$ cat config.mk
export PLATFORM = sky130hd
export DESIGN_NAME = tinyqv_stream_periph
export DESIGN_NICKNAME = d
export VERILOG_FILES = /design/src/rtl/tinyqv_stream_periph.sv
export SDC_FILE = /design/constraint.sdc
export NUM_CORES = 1
export LEC_CHECK = 0
export ABC_AREA = 0
export BUFFER_PORTS_ARGS = -buffer_cell sky130_fd_sc_hd__buf_2
export CAP_MARGIN = 20
export CORE_MARGIN = 5
export CORE_UTILIZATION = 53
export DETAILED_ROUTE_END_ITERATION = 12
export GPL_ROUTABILITY_DRIVEN = 0
export HOLD_SLACK_MARGIN = 0.12
export PLACE_DENSITY = 0.77
export SYNTH_ARGS = -nofsm -noshare
export SYNTH_HDL_FRONTEND = slang
export SYNTH_SLANG_ARGS = --single-unit
$ cat constraint.sdc
create_clock -name clk -period 11.3 [get_ports clk]
set_clock_uncertainty 0.1 [all_clocks]
set_input_delay 3.39 -clock clk [delete_from_list [all_inputs] [get_ports clk]]
set_output_delay 3.39 -clock clk [all_outputs]
set_load 0.005 [all_outputs]
$ cat src/rtl/tinyqv_stream_periph.sv
// TinyQV data-bus responder bridging CPU word writes/reads to outbound/inbound valid-ready streams.
// One-cycle minimum access latency; data_ready is withheld while the addressed FIFO is full (TX) or empty (RX).

module stream_fifo #(
    parameter int DEPTH = 4,
    parameter int W     = 32,
    parameter int CW    = $clog2(DEPTH + 1)
) (
    input  logic          clk,
    input  logic          rst,
    input  logic          push,
    input  logic [W-1:0]  push_data,
    input  logic          pop,
    input  logic          flush,
    output logic [W-1:0]  head,
    output logic [CW-1:0] count,
    output logic [CW-1:0] count_next
);
    localparam int PW = (DEPTH > 1) ? $clog2(DEPTH) : 1;

    logic [W-1:0]  mem [DEPTH];
    logic [PW-1:0] wr_ptr;
    logic [PW-1:0] rd_ptr;

    // Flush wins over any same-cycle stream transfer: the transfer happens, then the queue is emptied.
    always_comb begin
        count_next = count;
        if (flush)
            count_next = '0;
        else if (push && !pop)
            count_next = count + CW'(1);
        else if (pop && !push)
            count_next = count - CW'(1);
    end

    always_ff @(posedge clk or posedge rst) begin
        if (rst) begin
            for (int i = 0; i < DEPTH; i++)
                mem[i] <= '0;
            wr_ptr <= '0;
            rd_ptr <= '0;
            count  <= '0;
        end else begin
            if (push)
                mem[wr_ptr] <= push_data;
            if (flush) begin
                wr_ptr <= '0;
                rd_ptr <= '0;
            end else begin
                if (push)
                    wr_ptr <= wr_ptr + PW'(1);
                if (pop)
                    rd_ptr <= rd_ptr + PW'(1);
            end
            count <= count_next;
        end
    end

    assign head = mem[rd_ptr];
endmodule

module tinyqv_stream_periph #(
    parameter logic [27:0] BASE_ADDR = 28'h800_0000,
    parameter int          DEPTH     = 4
) (
    input  logic        clk,
    input  logic        rst,
    input  logic [27:0] data_addr,
    input  logic [1:0]  data_write_n,
    input  logic [1:0]  data_read_n,
    input  logic [31:0] data_out,
    output logic        data_ready,
    output logic [31:0] data_in,
    output logic [31:0] out_data,
    output logic        out_valid,
    input  logic        out_ready,
    input  logic [31:0] in_data,
    input  logic        in_valid,
    output logic        in_ready
);
    localparam int              CW       = $clog2(DEPTH + 1);
    localparam logic [CW-1:0]   FULL_CNT = CW'(DEPTH);

    logic          wr_req;
    logic          rd_req;
    logic          hit;
    logic [1:0]    sel;
    logic          avail;
    logic          accept;
    logic          tx_full;
    logic          rx_empty;
    logic          tx_push;
    logic          tx_pop;
    logic          tx_flush;
    logic          rx_push;
    logic          rx_pop;
    logic          rx_flush;
    logic [31:0]   wdata;
    logic [31:0]   rd_val;
    logic [31:0]   status;
    logic [31:0]   rx_head;
    logic [CW-1:0] tx_count;
    logic [CW-1:0] tx_count_next;
    logic [CW-1:0] rx_count;
    logic [CW-1:0] rx_count_next;

    assign wr_req   = (data_write_n != 2'b11);
    assign rd_req   = (data_read_n != 2'b11);
    assign hit      = (data_addr[27:4] == BASE_ADDR[27:4]) && (wr_req != rd_req);
    assign sel      = data_addr[3:2];
    assign tx_full  = (tx_count == FULL_CNT);
    assign rx_empty = (rx_count == '0);

    always_comb begin
        avail = 1'b1;
        if (wr_req && sel == 2'd0)
            avail = !tx_full;
        if (rd_req && sel == 2'd1)
            avail = !rx_empty;
    end

    // data_ready gates acceptance so a request still held during its completion cycle is not taken twice.
    assign accept   = hit && !data_ready && avail;
    assign tx_push  = accept && wr_req && (sel == 2'd0);
    assign tx_flush = accept && wr_req && (sel == 2'd3) && data_out[0];
    assign rx_pop   = accept && rd_req && (sel == 2'd1);
    assign rx_flush = accept && wr_req && (sel == 2'd3) && data_out[1];
    assign tx_pop   = out_valid && out_ready;
    assign rx_push  = in_valid && in_ready;

    always_comb begin
        case (data_write_n)
            2'b00:   wdata = {24'b0, data_out[7:0]};
            2'b01:   wdata = {16'b0, data_out[15:0]};
            default: wdata = data_out;
        endcase
    end

    always_comb begin
        status      = '0;
        status[3:0] = 4'(tx_count);
        status[11:8] = 4'(rx_count);
        status[16]  = tx_full;
        status[17]  = rx_empty;
    end

    always_comb begin
        rd_val = '0;
        if (rd_req) begin
            case (sel)
                2'd1:    rd_val = rx_head;
                2'd2:    rd_val = status;
                default: rd_val = '0;
            endcase
        end
    end

    stream_fifo #(.DEPTH(DEPTH), .W(32), .CW(CW)) u_tx_fifo (
        .clk        (clk),
        .rst        (rst),
        .push       (tx_push),
        .push_data  (wdata),
        .pop        (tx_pop),
        .flush      (tx_flush),
        .head       (out_data),
        .count      (tx_count),
        .count_next (tx_count_next)
    );

    stream_fifo #(.DEPTH(DEPTH), .W(32), .CW(CW)) u_rx_fifo (
        .clk        (clk),
        .rst        (rst),
        .push       (rx_push),
        .push_data  (in_data),
        .pop        (rx_pop),
        .flush      (rx_flush),
        .head       (rx_head),
        .count      (rx_count),
        .count_next (rx_count_next)
    );

    always_ff @(posedge clk or posedge rst) begin
        if (rst) begin
            data_ready <= 1'b0;
            data_in    <= '0;
            out_valid  <= 1'b0;
            in_ready   <= 1'b0;
        end else begin
            data_ready <= accept;
            if (accept)
                data_in <= rd_val;
            out_valid <= (tx_count_next != '0);
            in_ready  <= (rx_count_next != FULL_CNT);
        end
    end
endmodule
==> flow_metrics.py <==
metrics = {
    "yosys": {
        "ys_seq_elements": 305,
        "ys_types": 42,
        "synthArstFlopShare_pct": 100.0,
        "synth_edf_count": 0,
        "synth_top_cell_by_area": "dfrtp_1",
        "yosysWarnings": 0,
        "seq_area_frac_synth_pct": 56.45,
        "synth-compound-area-share_pct": 4.905,
        "synth-xor-area-share_pct": 0.8421,
        "synth_top_cell_area_share_pct": 56.45,
        "yosysMostFrequentCell": "dfrtp_1",
        "synthCells": 1060,
        "syn_nets": 1178,
        "syn_area_um2": 13520,
        "synth.area.top_cells": "dfrtp_1 56%, mux2_2 13%, mux4_2 11%, nand2_1 5.3%, o21ai_0 3.8%",
        "synth-simple-area-share_pct": 8.865,
        "synth_top_family_by_area": "multiplexers",
        "synth_ff_type": "dfrtp_1",
        "synthTopCellsByCount": "305 x dfrtp_1, 191 x nand2_1, 161 x mux2_2",
        "muxShareOfSynthArea_pct": 24.44,
        "synthAdderAreaFrac_pct": 1.823,
        "postSynthAreaPerCell_um2": 12.76,
    },
    "global_route": {
        "grt_util_met1_pct": 28.09,
        "grt_overflow": 0,
        "grt_use_met3_pct": 3.797,
        "use_met2_pct": 35.73,
        "grt_pass1_vias": 9284,
        "grt_max_degree": 193,
        "grt_use_total_pct": 21.03,
        "top_usage_layer": "met2",
        "grt_pass1_wl_um": 49180,
        "antenna_found_initial": 4,
    },
    "timing": {
        "fin_setup_tns_ps": 0,
        "period_needed_ps": 6331,
        "rsz0062_at_grt": "false",
        "period_share_pct": 56.02,
        "relSlewSlack_pct": 20.45,
        "worstMarginPinSlew_ps": 1193,
        "holdWs_ps": 364.0,
        "finalSetupViolations": 0,
        "drv_slew": 0,
        "finalHoldViolCount": 0,
        "max_freq_mhz": 158.0,
    },
    "die": {
        "die_w_um": 169.7,
        "ios": 167,
        "coreArea_um2": 25180,
        "num_rows": 58,
        "initial_utilization_pct": 53.69,
        "fp.dieH_um": 169.7,
        "die_area_um2": 28800,
    },
    "worst_setup_path": {
        "worstPathMaxFanout": 56,
        "worstReg2RegEnd": "u_tx_fifo.mem[103]",
        "crit_type": "in2reg",
        "max_stage_delay_ps": 710,
        "cp-end-kind": "register",
        "cp_cell_sequence": "buf_2, inv_1, ha_1, a21boi_0, a2111o_1, or2_0, nor3_4, nand2_2, mux2_2",
        "rrSetupSlack_ps": 7660,
        "start_kind": "input pin",
        "worst-path-buf-inv": 2,
        "worstSetupStartpoint": "data_addr[3]",
        "ff2ff_path_depth": 8,
        "cp_top_family": "simple AND/OR/NAND/NOR gates",
        "worst_r2r_startpoint": "u_rx_fifo.count[0]",
        "cp_data_arrival_time_ps": 6650,
        "cp.required_ps": 11620,
        "cpMaxStageDelayCell": "nand2_2",
    },
    "power_and_ir_drop": {
        "power_density_nw_per_um2": 207.8,
        "vdd_drop_max_v": 0.0001560,
        "p_leak_nw": 7.309,
    },
    "routing": {
        "drt_first_pass_iters": 5,
        "drc": 0,
        "detail_route.wl_per_cell_um": 19.10,
        "num_vias": 8688,
        "ant_nets": 0,
        "drtIter0Drc": 518,
        "wl_um": 29470,
        "via_per_inst": 5.631,
    },
    "flow_run": {
        "maxCapViolCount": 0,
    },
    "final_layout": {
        "drive_above_1_share_pct": 38.04,
        "fillCellCount": 1931,
        "area_delta_synth_final_pct": 15.13,
        "multi_input_comb_area_um2": 5559,
        "nNetsFinal": 1308,
        "finish.utilization_pct": 61.82,
        "regArea_um2": 7636,
    },
    "clocking": {
        "cts_buffers": 31,
        "clockBufferDepth": 3,
        "insertion_delay_ps": 540,
        "postCtsSetupRepairBufs": 0,
        "cts_max_level": 1,
        "numClockSinks": 305,
        "root_buffer": "clkbuf_16",
        "postCtsHoldBufs": 0,
        "clkSlewWorstSetupHoldPaths_ps": 60,
        "cts_tree": "yes",
        "ctsResizeCount": 0,
    },
    "worst_hold_path": {
        "hp-class": "reg2reg",
        "holdPathEnd": "data_in[25]",
        "hold_depth": 2,
        "holdCritStartpoint": "data_in[25]",
    },
    "status": {
        "status": "finished clean",
    },
    "placed_design": {
        "dp_hpwl_um": 18360,
        "numPortBuffers": 164,
    },
}
registers in the layout, indices dropped and copies added (netlist names), 2 cells and up:
signal,flops
data_in,32
u_rx_fifo.count,3
u_rx_fifo.mem,128
u_rx_fifo.rd_ptr,2
u_rx_fifo.wr_ptr,2
u_tx_fifo.count,3
u_tx_fifo.mem,128
u_tx_fifo.rd_ptr,2
u_tx_fifo.wr_ptr,2
cells by family after synthesis:
kind of cell / Yosys count
adder cells (fa/ha/maj): 20
buffers and inverters: 89
multiplexers: 230
flip-flops: 305
AO/OA/AOI/OAI: 122
AND/OR/NAND/NOR: 281
XOR/XNOR: 13
stage by stage:
stage,instance area [um^2],std cells,setup slack [ps],power (mW)
2_1_floorplan,13520,1060,3753,2.082
3_3_place_gp,14550,1485,4447,2.232
3_5_place_dp,14550,1485,4387,2.279
4_1_cts,15520,1540,4970,3.266
5_1_grt,15570,1543,4750,3.411
6_report,15570,1543,4970,3.235
area by class of cell:
| class | count | area share [%] |
|---|---|---|
| Antenna cell | 1 | 0.01608 |
| Clock buffer | 46 | 5.731 |
| Clock inverter | 9 | 0.5225 |
| Inverter | 12 | 0.3135 |
| Multi-Input combinational cell | 666 | 35.71 |
| Sequential cell | 305 | 49.06 |
| Tap cell | 330 | 2.653 |
| Timing Repair Buffer | 174 | 5.996 |
worst max path at each step:
stage / end / slack [ps] / depth (start not counted)
after detailed placement: u_tx_fifo.mem[71] / 4390 / 9
after CTS: u_tx_fifo.mem[68] / 4970 / 9
after global routing: u_tx_fifo.mem[34] / 4750 / 9
after floorplan: data_in[0] / 3750 / 1
after global placement: u_tx_fifo.mem[103] / 4450 / 9
final: u_tx_fifo.mem[103] / 4970 / 9
per-layer routing:
layer	vias to the layer above	part of all wire [%]
met2	228	49
met4	6	2.6
met3	60	5.8
met1	4384	42
met5	-	0.13
li1	4010	-
report_power, final:
part           leakage, nW  switching, mW  internal [mW]  total [mW]
sequential            3.96          0.164           1.35        1.52
clock                0.476          0.410          0.566       0.976
combinational         2.88          0.304          0.440       0.743
total                 7.31          0.877           2.36        3.23
layout by cell type (no fill, tap or decap), types with 4 or more instances in the layout:
| cell type | n |
|---|---|
| and2_1 | 6 |
| a22o_1 | 7 |
| buf_2 | 164 |
| ha_1 | 18 |
| mux2_2 | 161 |
| mux4_2 | 64 |
| dfrtp_1 | 302 |
| nand3_1 | 37 |
| nand4_1 | 4 |
| and3_1 | 4 |
| nor2_1 | 15 |
| buf_4 | 7 |
| clkbuf_8 | 6 |
| nand2_1 | 188 |
| mux2i_1 | 5 |
| inv_1 | 11 |
| nand3_2 | 4 |
| nor3_1 | 6 |
| clkbuf_1 | 9 |
| o21ai_0 | 104 |
| clkbuf_16 | 31 |
| nand2_2 | 4 |
| clkinv_2 | 5 |
| xnor2_1 | 11 |
worst reg2reg max path, stage by stage (launching register included):
cell and delay (ps):
dfrtp_1 460, inv_1 120, ha_1 210, nor2b_1 170, a2111o_1 430, or2_0 330
nor3_4 450, nand2_2 710, mux2_2 540
(Power assumes the default switching activity.)
